**config.mk**
```make
export PLATFORM = sky130hd
export DESIGN_NAME = et_err_monitor_flat
export DESIGN_NICKNAME = d
export VERILOG_FILES = /design/src/rtl/et_err_pkg.sv /design/src/rtl/et_err_monitor_if.sv /design/src/rtl/et_err_chan.sv /design/src/rtl/et_err_monitor.sv /design/src/flat_wrapper.sv
export SDC_FILE = /design/constraint.sdc
export NUM_CORES = 1
export LEC_CHECK = 0
export ABC_AREA = 1
export CORE_AREA = 2 2 207 209
export CTS_BUF_LIST = sky130_fd_sc_hd__clkbuf_8
export DETAILED_ROUTE_END_ITERATION = 16
export DIE_AREA = 0 0 209 211
export GPL_ROUTABILITY_DRIVEN = 0
export PLACE_DENSITY = 0.53
export SLEW_MARGIN = 20
export SYNTH_ARGS = -nofsm -noshare
export SYNTH_HDL_FRONTEND = slang
export SYNTH_HIERARCHICAL = 1
export SYNTH_SLANG_ARGS = --single-unit
```
**constraint.sdc**
```tcl
create_clock -name clk -period 8 [get_ports clk]
set_clock_uncertainty 0.05 [all_clocks]
set_input_delay 1.6 -clock clk [delete_from_list [all_inputs] [get_ports clk]]
set_output_delay 1.6 -clock clk [all_outputs]
set_load 0.005 [all_outputs]
```
**src/rtl/et_err_pkg.sv**
```systemverilog
// et_err_pkg: shared FSM state type, default sizing and lowest-set-bit helper for the error monitor
package et_err_pkg;
    typedef enum logic [1:0] {IDLE, ARMED, CLOSED} state_t;
    localparam int N_CH_D = 2;
    localparam int BUS_W_D = 232;
    localparam int CNT_W_D = 16;
    localparam int TIMEOUT_D = 1024;
    localparam int LSB_MAX_W = 1024;
    // Lowest index wins; an all-zero vector yields 0.
    function automatic int lsb_idx(input logic [LSB_MAX_W-1:0] v);
        lsb_idx = 0;
        for (int i = LSB_MAX_W - 1; i >= 0; i--) if (v[i]) lsb_idx = i;
    endfunction
endpackage

```
**src/rtl/et_err_monitor_if.sv**
```systemverilog
// et_err_monitor_if: collector-side strobes/buses and readout results; ET_ERR_SYNDROME_EN adds err_syndrome
interface et_err_monitor_if #(
    parameter int N_CH = et_err_pkg::N_CH_D,
    parameter int BUS_W = et_err_pkg::BUS_W_D,
    parameter int CNT_W = et_err_pkg::CNT_W_D,
    parameter int IDX_W = $clog2(BUS_W)
);
    logic                    in_live;
    logic [N_CH-1:0]         got_err;
    logic [N_CH*BUS_W-1:0]   err_bus;
    logic                    cnt_clr;
    logic [N_CH-1:0]         is_err;
    logic [N_CH-1:0]         err_done;
    logic [N_CH*IDX_W-1:0]   first_bit;
    logic [N_CH-1:0]         missing;
    logic                    any_err;
    logic                    summary_valid;
    logic [N_CH*CNT_W-1:0]   err_cnt;
`ifdef ET_ERR_SYNDROME_EN
    logic [N_CH*BUS_W-1:0]   err_syndrome;
    modport master (output in_live, got_err, err_bus, cnt_clr,
                    input is_err, err_done, first_bit, missing, any_err, summary_valid, err_cnt, err_syndrome);
    modport slave (input in_live, got_err, err_bus, cnt_clr,
                   output is_err, err_done, first_bit, missing, any_err, summary_valid, err_cnt, err_syndrome);
`else
    modport master (output in_live, got_err, err_bus, cnt_clr,
                    input is_err, err_done, first_bit, missing, any_err, summary_valid, err_cnt);
    modport slave (input in_live, got_err, err_bus, cnt_clr,
                   output is_err, err_done, first_bit, missing, any_err, summary_valid, err_cnt);
`endif
endinterface

```
**src/rtl/et_err_chan.sv**
```systemverilog
// et_err_chan: one channel's first-strobe capture, bit encoder, done flag, saturating count; ET_ERR_SYNDROME_EN latches the bus
module et_err_chan import et_err_pkg::*; #(
    parameter int BUS_W = BUS_W_D,
    parameter int CNT_W = CNT_W_D,
    parameter int IDX_W = $clog2(BUS_W)
) (
    input  logic             clk,
    input  logic             rst,
    input  logic             open,
    input  logic             cap_en,
    input  logic             close,
    input  logic             cnt_clr,
    input  logic             got_err,
    input  logic [BUS_W-1:0] bus,
    output logic             done_next,
    output logic             is_err,
    output logic             err_done,
    output logic [IDX_W-1:0] first_bit,
    output logic             missing,
    output logic [CNT_W-1:0] err_cnt
`ifdef ET_ERR_SYNDROME_EN
    ,
    output logic [BUS_W-1:0] err_syndrome
`endif
);
    logic cap, is_err_next;
    // A strobe is taken once per window; on the opening edge the stale done flag is disregarded.
    always_comb begin
        cap = cap_en && got_err && (open || !err_done);
        done_next = err_done || cap;
        is_err_next = cap ? |bus : is_err;
    end
    // Capture overrides the window-open clear; counter clear beats the close increment.
    always_ff @(posedge clk or posedge rst) begin
        if (rst) begin
            is_err <= 1'b0;
            err_done <= 1'b0;
            first_bit <= '0;
            missing <= 1'b0;
            err_cnt <= '0;
        end else begin
            if (cap) begin
                is_err <= |bus;
                err_done <= 1'b1;
                first_bit <= IDX_W'(lsb_idx(LSB_MAX_W'(bus)));
            end else if (open) begin
                is_err <= 1'b0;
                err_done <= 1'b0;
                first_bit <= '0;
            end
            missing <= open ? 1'b0 : close ? !done_next : missing;
            err_cnt <= cnt_clr ? '0 : (close && is_err_next && err_cnt != '1) ? err_cnt + 1'b1 : err_cnt;
        end
    end
`ifdef ET_ERR_SYNDROME_EN
    // Full bus snapshot alongside the first-bit index.
    always_ff @(posedge clk or posedge rst) begin
        if (rst) err_syndrome <= '0;
        else err_syndrome <= cap ? bus : open ? '0 : err_syndrome;
    end
`endif
endmodule

```
**src/rtl/et_err_monitor.sv**
```systemverilog
// et_err_monitor: window FSM, timeout and close logic over N_CH capture channels; ET_ERR_SYNDROME_EN adds err_syndrome
module et_err_monitor import et_err_pkg::*; #(
    parameter int N_CH = N_CH_D,
    parameter int BUS_W = BUS_W_D,
    parameter int CNT_W = CNT_W_D,
    parameter int TIMEOUT = TIMEOUT_D,
    parameter int IDX_W = $clog2(BUS_W)
) (
    input logic clk,
    input logic rst,
    et_err_monitor_if.slave bus
);
    localparam int TW = (TIMEOUT > 2) ? $clog2(TIMEOUT) : 1;
    localparam logic [TW-1:0] T_LAST = TW'((TIMEOUT > 0) ? TIMEOUT - 1 : 0);
    state_t state, state_next;
    logic live_q, primed, rise, open, armed, timeout_hit, close, summary_valid;
    logic [TW-1:0] timer;
    logic [N_CH-1:0] done_next, is_err_v, err_done_v, missing_v;
    logic [N_CH*IDX_W-1:0] first_bit_v;
    logic [N_CH*CNT_W-1:0] err_cnt_v;
    // Window state register.
    always_ff @(posedge clk or posedge rst) begin
        if (rst) state <= IDLE;
        else state <= state_next;
    end
    // Live drop always returns to IDLE; a close with live still high parks in CLOSED.
    always_comb begin
        state_next = (state == IDLE) ? (rise ? ARMED : IDLE)
                   : !bus.in_live ? IDLE
                   : (state == CLOSED || close) ? CLOSED : ARMED;
    end
    // primed masks the first cycle after reset so a live level held through reset is not seen as an edge.
    always_comb begin
        rise = bus.in_live && !live_q && primed;
        open = (state == IDLE) && rise;
        armed = state == ARMED;
        timeout_hit = (TIMEOUT != 0) && (timer == T_LAST);
        close = armed && (!bus.in_live || (&done_next) || timeout_hit);
    end
    // Live edge history, window timer and the one-cycle close pulse.
    always_ff @(posedge clk or posedge rst) begin
        if (rst) begin
            live_q <= 1'b0;
            primed <= 1'b0;
            summary_valid <= 1'b0;
            timer <= '0;
        end else begin
            live_q <= bus.in_live;
            primed <= 1'b1;
            summary_valid <= close;
            timer <= open ? '0 : armed ? timer + 1'b1 : timer;
        end
    end
`ifdef ET_ERR_SYNDROME_EN
    logic [N_CH*BUS_W-1:0] syn_v;
    assign bus.err_syndrome = syn_v;
`endif
    for (genvar c = 0; c < N_CH; c++) begin : g_ch
        et_err_chan #(.BUS_W(BUS_W), .CNT_W(CNT_W), .IDX_W(IDX_W)) u_chan (
            .clk(clk),
            .rst(rst),
            .open(open),
            .cap_en(open || armed),
            .close(close),
            .cnt_clr(bus.cnt_clr),
            .got_err(bus.got_err[c]),
            .bus(bus.err_bus[c*BUS_W +: BUS_W]),
            .done_next(done_next[c]),
            .is_err(is_err_v[c]),
            .err_done(err_done_v[c]),
            .first_bit(first_bit_v[c*IDX_W +: IDX_W]),
            .missing(missing_v[c]),
            .err_cnt(err_cnt_v[c*CNT_W +: CNT_W])
`ifdef ET_ERR_SYNDROME_EN
            ,
            .err_syndrome(syn_v[c*BUS_W +: BUS_W])
`endif
        );
    end
    assign bus.is_err = is_err_v;
    assign bus.err_done = err_done_v;
    assign bus.first_bit = first_bit_v;
    assign bus.missing = missing_v;
    assign bus.any_err = |is_err_v;
    assign bus.summary_valid = summary_valid;
    assign bus.err_cnt = err_cnt_v;
endmodule

```
**src/flat_wrapper.sv**
```systemverilog
// flat-port wrapper written by rule: the top's interface ports become plain ports
module et_err_monitor_flat import et_err_pkg::*;
#(
    parameter int N_CH = N_CH_D,
    parameter int BUS_W = BUS_W_D,
    parameter int CNT_W = CNT_W_D,
    parameter int TIMEOUT = TIMEOUT_D,
    parameter int IDX_W = $clog2(BUS_W)
)
  (clk, rst, bus_in_live, bus_got_err, bus_err_bus, bus_cnt_clr, bus_is_err, bus_err_done, bus_first_bit, bus_missing, bus_any_err, bus_summary_valid, bus_err_cnt);
  et_err_monitor_if #(.N_CH(N_CH), .BUS_W(BUS_W), .CNT_W(CNT_W), .IDX_W(IDX_W)) bus_i ();
  input logic clk;
  input logic rst;
  input wire logic [$bits(bus_i.in_live)-1:0] bus_in_live;
  input wire logic [$bits(bus_i.got_err)-1:0] bus_got_err;
  input wire logic [$bits(bus_i.err_bus)-1:0] bus_err_bus;
  input wire logic [$bits(bus_i.cnt_clr)-1:0] bus_cnt_clr;
  output wire logic [$bits(bus_i.is_err)-1:0] bus_is_err;
  output wire logic [$bits(bus_i.err_done)-1:0] bus_err_done;
  output wire logic [$bits(bus_i.first_bit)-1:0] bus_first_bit;
  output wire logic [$bits(bus_i.missing)-1:0] bus_missing;
  output wire logic [$bits(bus_i.any_err)-1:0] bus_any_err;
  output wire logic [$bits(bus_i.summary_valid)-1:0] bus_summary_valid;
  output wire logic [$bits(bus_i.err_cnt)-1:0] bus_err_cnt;
  assign bus_i.in_live = bus_in_live;
  assign bus_i.got_err = bus_got_err;
  assign bus_i.err_bus = bus_err_bus;
  assign bus_i.cnt_clr = bus_cnt_clr;
  assign bus_is_err = bus_i.is_err;
  assign bus_err_done = bus_i.err_done;
  assign bus_first_bit = bus_i.first_bit;
  assign bus_missing = bus_i.missing;
  assign bus_any_err = bus_i.any_err;
  assign bus_summary_valid = bus_i.summary_valid;
  assign bus_err_cnt = bus_i.err_cnt;
  et_err_monitor #(.N_CH(N_CH), .BUS_W(BUS_W), .CNT_W(CNT_W), .TIMEOUT(TIMEOUT), .IDX_W(IDX_W)) u_core (.clk(clk), .rst(rst), .bus(bus_i));
endmodule
```
# == Yosys cells after proc, flatten, opt, wreduce, memory -nomap -nowiden ==
# Cells that the tools add are included.
# classes
addsub,3
eq_ne,5
n_mux,488
n_reduce_logical,37
# op_table
op,n
8-bit two-way mux,467
232-bit OR reduction,2
16-bit two-way mux,4
16-bit by 1-bit adder with 16-bit output (second input constant),2
16-bit != test (second input constant),2
10-bit two-way mux,2
1-bit logical AND,12
1-bit two-way mux,12
2-bit nonzero test,6
10-bit by 1-bit adder with 10-bit output (second input constant),1
10-bit == test (second input constant),1
1-bit logical OR,8
1-bit zero test,6
2-bit two-way mux,3
2-bit by 1-bit == test with 1-bit output (second input constant),1
2-bit == test (second input constant),1
2-bit zero test,1
2-bit AND reduction,1
2-bit OR reduction,1
# word_totals
register_bits,69
in_bits,470
output_inout_bits,56
word_cells,548

# == Longest topological paths before layout ==
# depth
depth_word,233
ltp_mapped,233
depth_no_buf,233

# == Hierarchy ==
# The synthesis kept the hierarchy.
# by_module_without_submodules
module,instances,cells_each,area_each_um2,seq_area_each_um2
et_err_chan at u_core.g_ch[0].u_chan,1,1038,4767.1,675.6
et_err_chan at u_core.g_ch[1].u_chan,1,1040,4745.8,675.6
et_err_monitor,1,103,818.3,375.4

# == Worst setup path after synthesis ==
# Ideal clock, no wire load.
# synth_timing
path_type,input-to-reg
start,input port bus_err_bus[230]
end,register u_core.g_ch[0].u_chan.first_bit[0]
setup_ns,0.116
arrival_time_ns,11.278
t_required_ns,7.834
path_slack_ns,-3.444
cell_stages,233
path_buffers,0
path_cell_list,inv_1 > nand2_1 > nand2_1 > nand2_1 > nand2_1 > nand2_1 > nand2_1 > nand2_1 > nand2_1 > nand2_1 > nand2_1 > nand2_1 > nand2_1 > nand2_1 > nand2_1 > nand2_1 > nand2_1 > nand2_1 > [197 not listed] > nand2_1 > nand2_1 > nand2_1 > nand2_1 > nand2_1 > nand2_1 > nand2_1 > nand2_1 > nand2_1 > nand2_1 > nand2_1 > nand2_1 > nand2_1 > nand2_1 > nand2_1 > nand2_1 > nand2_1 > nand2_1
# synth_between
elab_chain_cells,232
# synth_lines
item,line,rtl
from (decl),flat_wrapper.sv:16,input wire logic [$bits(bus_i.err_bus)-1:0] bus_err_bus;
8-bit two-way mux (231 in a row),et_err_pkg.sv:12,for (int i = LSB_MAX_W - 1; i >= 0; i--) if (v[i]) lsb_idx = i;
8-bit two-way mux,et_err_chan.sv:42,if (cap) begin
to (signal assigned),et_err_chan.sv:45,first_bit <= IDX_W'(lsb_idx(LSB_MAX_W'(bus)));
to (decl),et_err_chan.sv:18,"output logic [IDX_W-1:0] first_bit,"
# Every way passes these cells.
# A chain may end at the register's enable or synchronous reset.

# == Worst setup path after layout ==
# layout_timing
start,input port bus_err_bus[462]
end,register u_core.g_ch[1].u_chan.first_bit[0]
# layout_between
elab_chain_cells,232
# layout_lines
item,line
8-bit two-way mux (231 in a row),et_err_pkg.sv:12
8-bit two-way mux,et_err_chan.sv:42
to (signal assigned),et_err_chan.sv:45
to (decl),et_err_chan.sv:18
# Every way passes these cells.

==> impl_metrics.json <==
{
  "status": "complete, but fails checks",
  "violations": "negative setup slack",
  "swShare_pct": 35.4,
  "slowest_stage": "clkbuf_2",
  "rsz0062_at_grt": "yes",
  "maxSlewViolCount": 0,
  "period_needed_ns": 12.74,
  "critical_path.max_fanout": 2,
  "ys_ff_latch": 69,
  "seq_area_um2": 1730,
  "vias": 13816,
  "clk_pin_slew_ns": 0.08,
  "p_switching_uw": 488,
  "die_x_um": 209,
  "routed_via_density": 4.18,
  "synthCells": 2181,
  "cts_root_buf": "clkbuf_8",
  "synth_top_family_by_area": "simple AND/OR/NAND/NOR gates",
  "floorplan.initialDensity_pct": 24.7,
  "setup_ws_ns": -4.74,
  "fmax_mhz": 78.5,
  "io-pin-count": 526,
  "internal_power_uw": 893,
  "synth_edf_count": 0,
  "cp_common_cell": "nand2_1",
  "grt_pass1_vias": 13538,
  "hold_viol_final": 0,
  "rows": 75,
  "h-tree-depth": 3,
  "postCtsHoldBufs": 0,
  "track_usage_pct": 20.0,
  "finalSetupViolations": 2,
  "power_mw": 1.38,
  "maxCapViolations": 0,
  "worst_slew_pin_slew_ns": 0.665,
  "yosysWarnings": 6,
  "dp_hpwl_um": 40900,
  "remaining_drc_errors": 0,
  "synth_mux_area_share_pct": 0,
  "synth-compound-area-share_pct": 8.43,
  "endpoint_kind": "flop",
  "critPathMaxStageDelay_ns": 0.09,
  "ys_seq_area_share_pct": 16.7,
  "grt_pass1_wl_um": 69300,
  "ys.flop_type": "dfrtp_1",
  "antenna_found_initial": 9,
  "synth-xor-area-share_pct": 0,
  "syn-cell-area_um2": 10300,
  "fill_cells": 4599,
  "die-area_um2": 44100,
  "cts_tree": "yes",
  "drive_above_1_share_pct": 9.71,
  "crit_type": "input port to flop",
  "min_path_type": "flop to flop",
  "core_um2": 41800,
  "p_seq_share_pct": 30.0,
  "ys_types": 41,
  "postRouteAntennaNets": 0,
  "fin_nets": 3230,
  "first_pass_iters": 5,
  "power_density_nw_per_um2": 81.7,
  "start_kind": "input port",
  "power_leakage_nw": 8.93,
  "clock_power_share_pct": 19.2,
  "wl_per_cell_um": 13.7,
  "first_iter_violations": 496,
  "grt_max_degree": 28,
  "relSlewSlack_pct": 55.5,
  "worstPathRequired_ns": 8.20,
  "cts_sinks": 69,
  "portBuffers": 525,
  "comb_power_share_pct": 50.8,
  "synth_fa_ha_area_share_pct": 0.363,
  "fin_crit_sh_pct": 159,
  "critPathArrivalTime_ns": 12.95,
  "die_y_um": 211,
  "area_growth_pct": 63.5,
  "syn_area_per_cell_um2": 4.74,
  "ys_async_sr_fraction_pct": 100,
  "synth_nets": 2654,
  "overflow": 0,
  "insertion_delay_ns": 0.36,
  "yosys.area_share.simple_pct": 52.8,
  "tns_ns": -9.21,
  "cp_num_buf_inv": 2,
  "crit_family": "simple AND/OR/NAND/NOR gates",
  "clock_path_buffers": 2,
  "ir_drop_mv": 0.0795,
  "cts_buffers": 9,
  "pre_cts_ws_ns": -5.69,
  "multi_input_area_um2": 6500,
  "wl_um": 45300
}
per-layer routing:
layer  share of wire, %  track usage (%)
met1                 38             20.3
met2                 52             39.7
met3                7.9             5.71
met4                1.8             4.88
met5               0.15                0
cells by family after synthesis:
family,after synthesis
AOI/OAI and AO/OA,147
adders and majority gates,3
buffers and inverters,567
DFF,69
other,1
and+or+nand+nor,1394
placed cells by master, fill, tap and decap left out, types with 13 or more instances in the layout:
| cell type | netlist | final |
|---|---|---|
| a21oi_1 | 42 | 40 |
| a31oi_1 | 23 | 23 |
| buf_4 | 0 | 35 |
| clkdlybuf4s50_1 | 0 | 503 |
| dfrtp_1 | 69 | 69 |
| inv_1 | 406 | 403 |
| inv_2 | 148 | 152 |
| nand2_1 | 912 | 898 |
| nand2_2 | 1 | 15 |
| nand3_1 | 25 | 25 |
| nor2_1 | 385 | 381 |
| nor3_1 | 30 | 30 |
| nor4_1 | 13 | 13 |
| o21ai_0 | 37 | 37 |
layout make-up:
type                            count  area share (%)
Antenna cell                        4          0.0592
Clock buffer                       11           0.896
Clock inverter                      4           0.148
Inverter                          564            13.2
Multi-Input combinational cell   1545            38.5
Sequential cell                    69            10.2
Tap cell                          539            3.99
Timing Repair Buffer              568            33.0
flip-flops by register name, summed over array words and instances (netlist names):
name and count:
u_core/state 2, u_core/bus.summary_valid 1, u_core/g_ch.u_chan/err_cnt 32, u_core/g_ch.u_chan/first_bit 16
u_core/live_q 1, u_core/g_ch.u_chan/missing 2, u_core/g_ch.u_chan/err_done 2, u_core/timer 10
u_core/g_ch.u_chan/is_err 2, u_core/primed 1
worst min-delay path, delay by kind of cell, from the launching register on:
family / cells / cell delay, ns
flip-flops: 1 / 0.35
AND/OR/NAND/NOR: 2 / 0.10
power groups by stage:
stage	sequential, mW	clock (mW)	combinational (mW)
2_1_floorplan	0.417	0	0.277
3_3_place_gp	0.421	0	0.695
3_5_place_dp	0.423	0	0.700
4_1_cts	0.416	0.277	0.707
5_1_grt	0.422	0.288	0.782
6_report	0.415	0.265	0.701
stage by stage:
| step | hold slack [ns] | area, µm² | instances | util, % |
|---|---|---|---|---|
| after global routing | 0.461 | 16900 | 3304 | 40.5 |
| after floorplan | 0.420 | 10300 | 2181 | - |
| after detailed placement | 0.421 | 16500 | 3281 | 39.6 |
| after global placement | 0.415 | 16500 | 3281 | 39.6 |
| final | 0.437 | 16900 | 3304 | 40.5 |
| after CTS | 0.441 | 16800 | 3299 | 40.2 |
synth_stat cells (7+ instances only):
cell type / number / area [µm²]
nand3_1: 25 / 125
nor4_1: 13 / 81.3
bufinv_8: 8 / 140
dfrtp_1: 69 / 1730
a31oi_1: 23 / 144
nor3_1: 30 / 150
inv_1: 406 / 1520
inv_2: 148 / 556
o21ai_1: 12 / 60.1
a21oi_1: 42 / 210
o21bai_1: 8 / 60.1
nor2_1: 385 / 1450
nand2_1: 912 / 3420
and3_1: 7 / 43.8
o21ai_0: 37 / 185
path summary, 6_finish.rpt:
kind	startpoint	cells after the start	slack, ns	end
worst max-delay path	bus_err_bus[462]	234	-4.74	u_core/g_ch[1].u_chan/first_bit[0]
worst min-delay path	u_core/g_ch[0].u_chan/first_bit[3]	2	0.44	u_core/g_ch[0].u_chan/first_bit[3]
worst max register to register	u_core/state[1]	23	3.95	u_core/g_ch[0].u_chan/err_cnt[15]
worst min register to register	u_core/g_ch[0].u_chan/first_bit[3]	2	0.44	u_core/g_ch[0].u_chan/first_bit[3]
max in group asynchronous	rst	2	5.85	u_core/g_ch[0].u_chan/missing
min in group asynchronous	rst	2	1.65	u_core/g_ch[1].u_chan/err_cnt[6]
repair_timing:
action | CTS | global route
pin swaps | 19 | 20
endpoints found under the setup margin | 4 | 4
gates resized for setup | 57 | 45
gates cloned | 0 | 0
buffers inserted | 3 | 1
(Power assumes the default switching activity.)
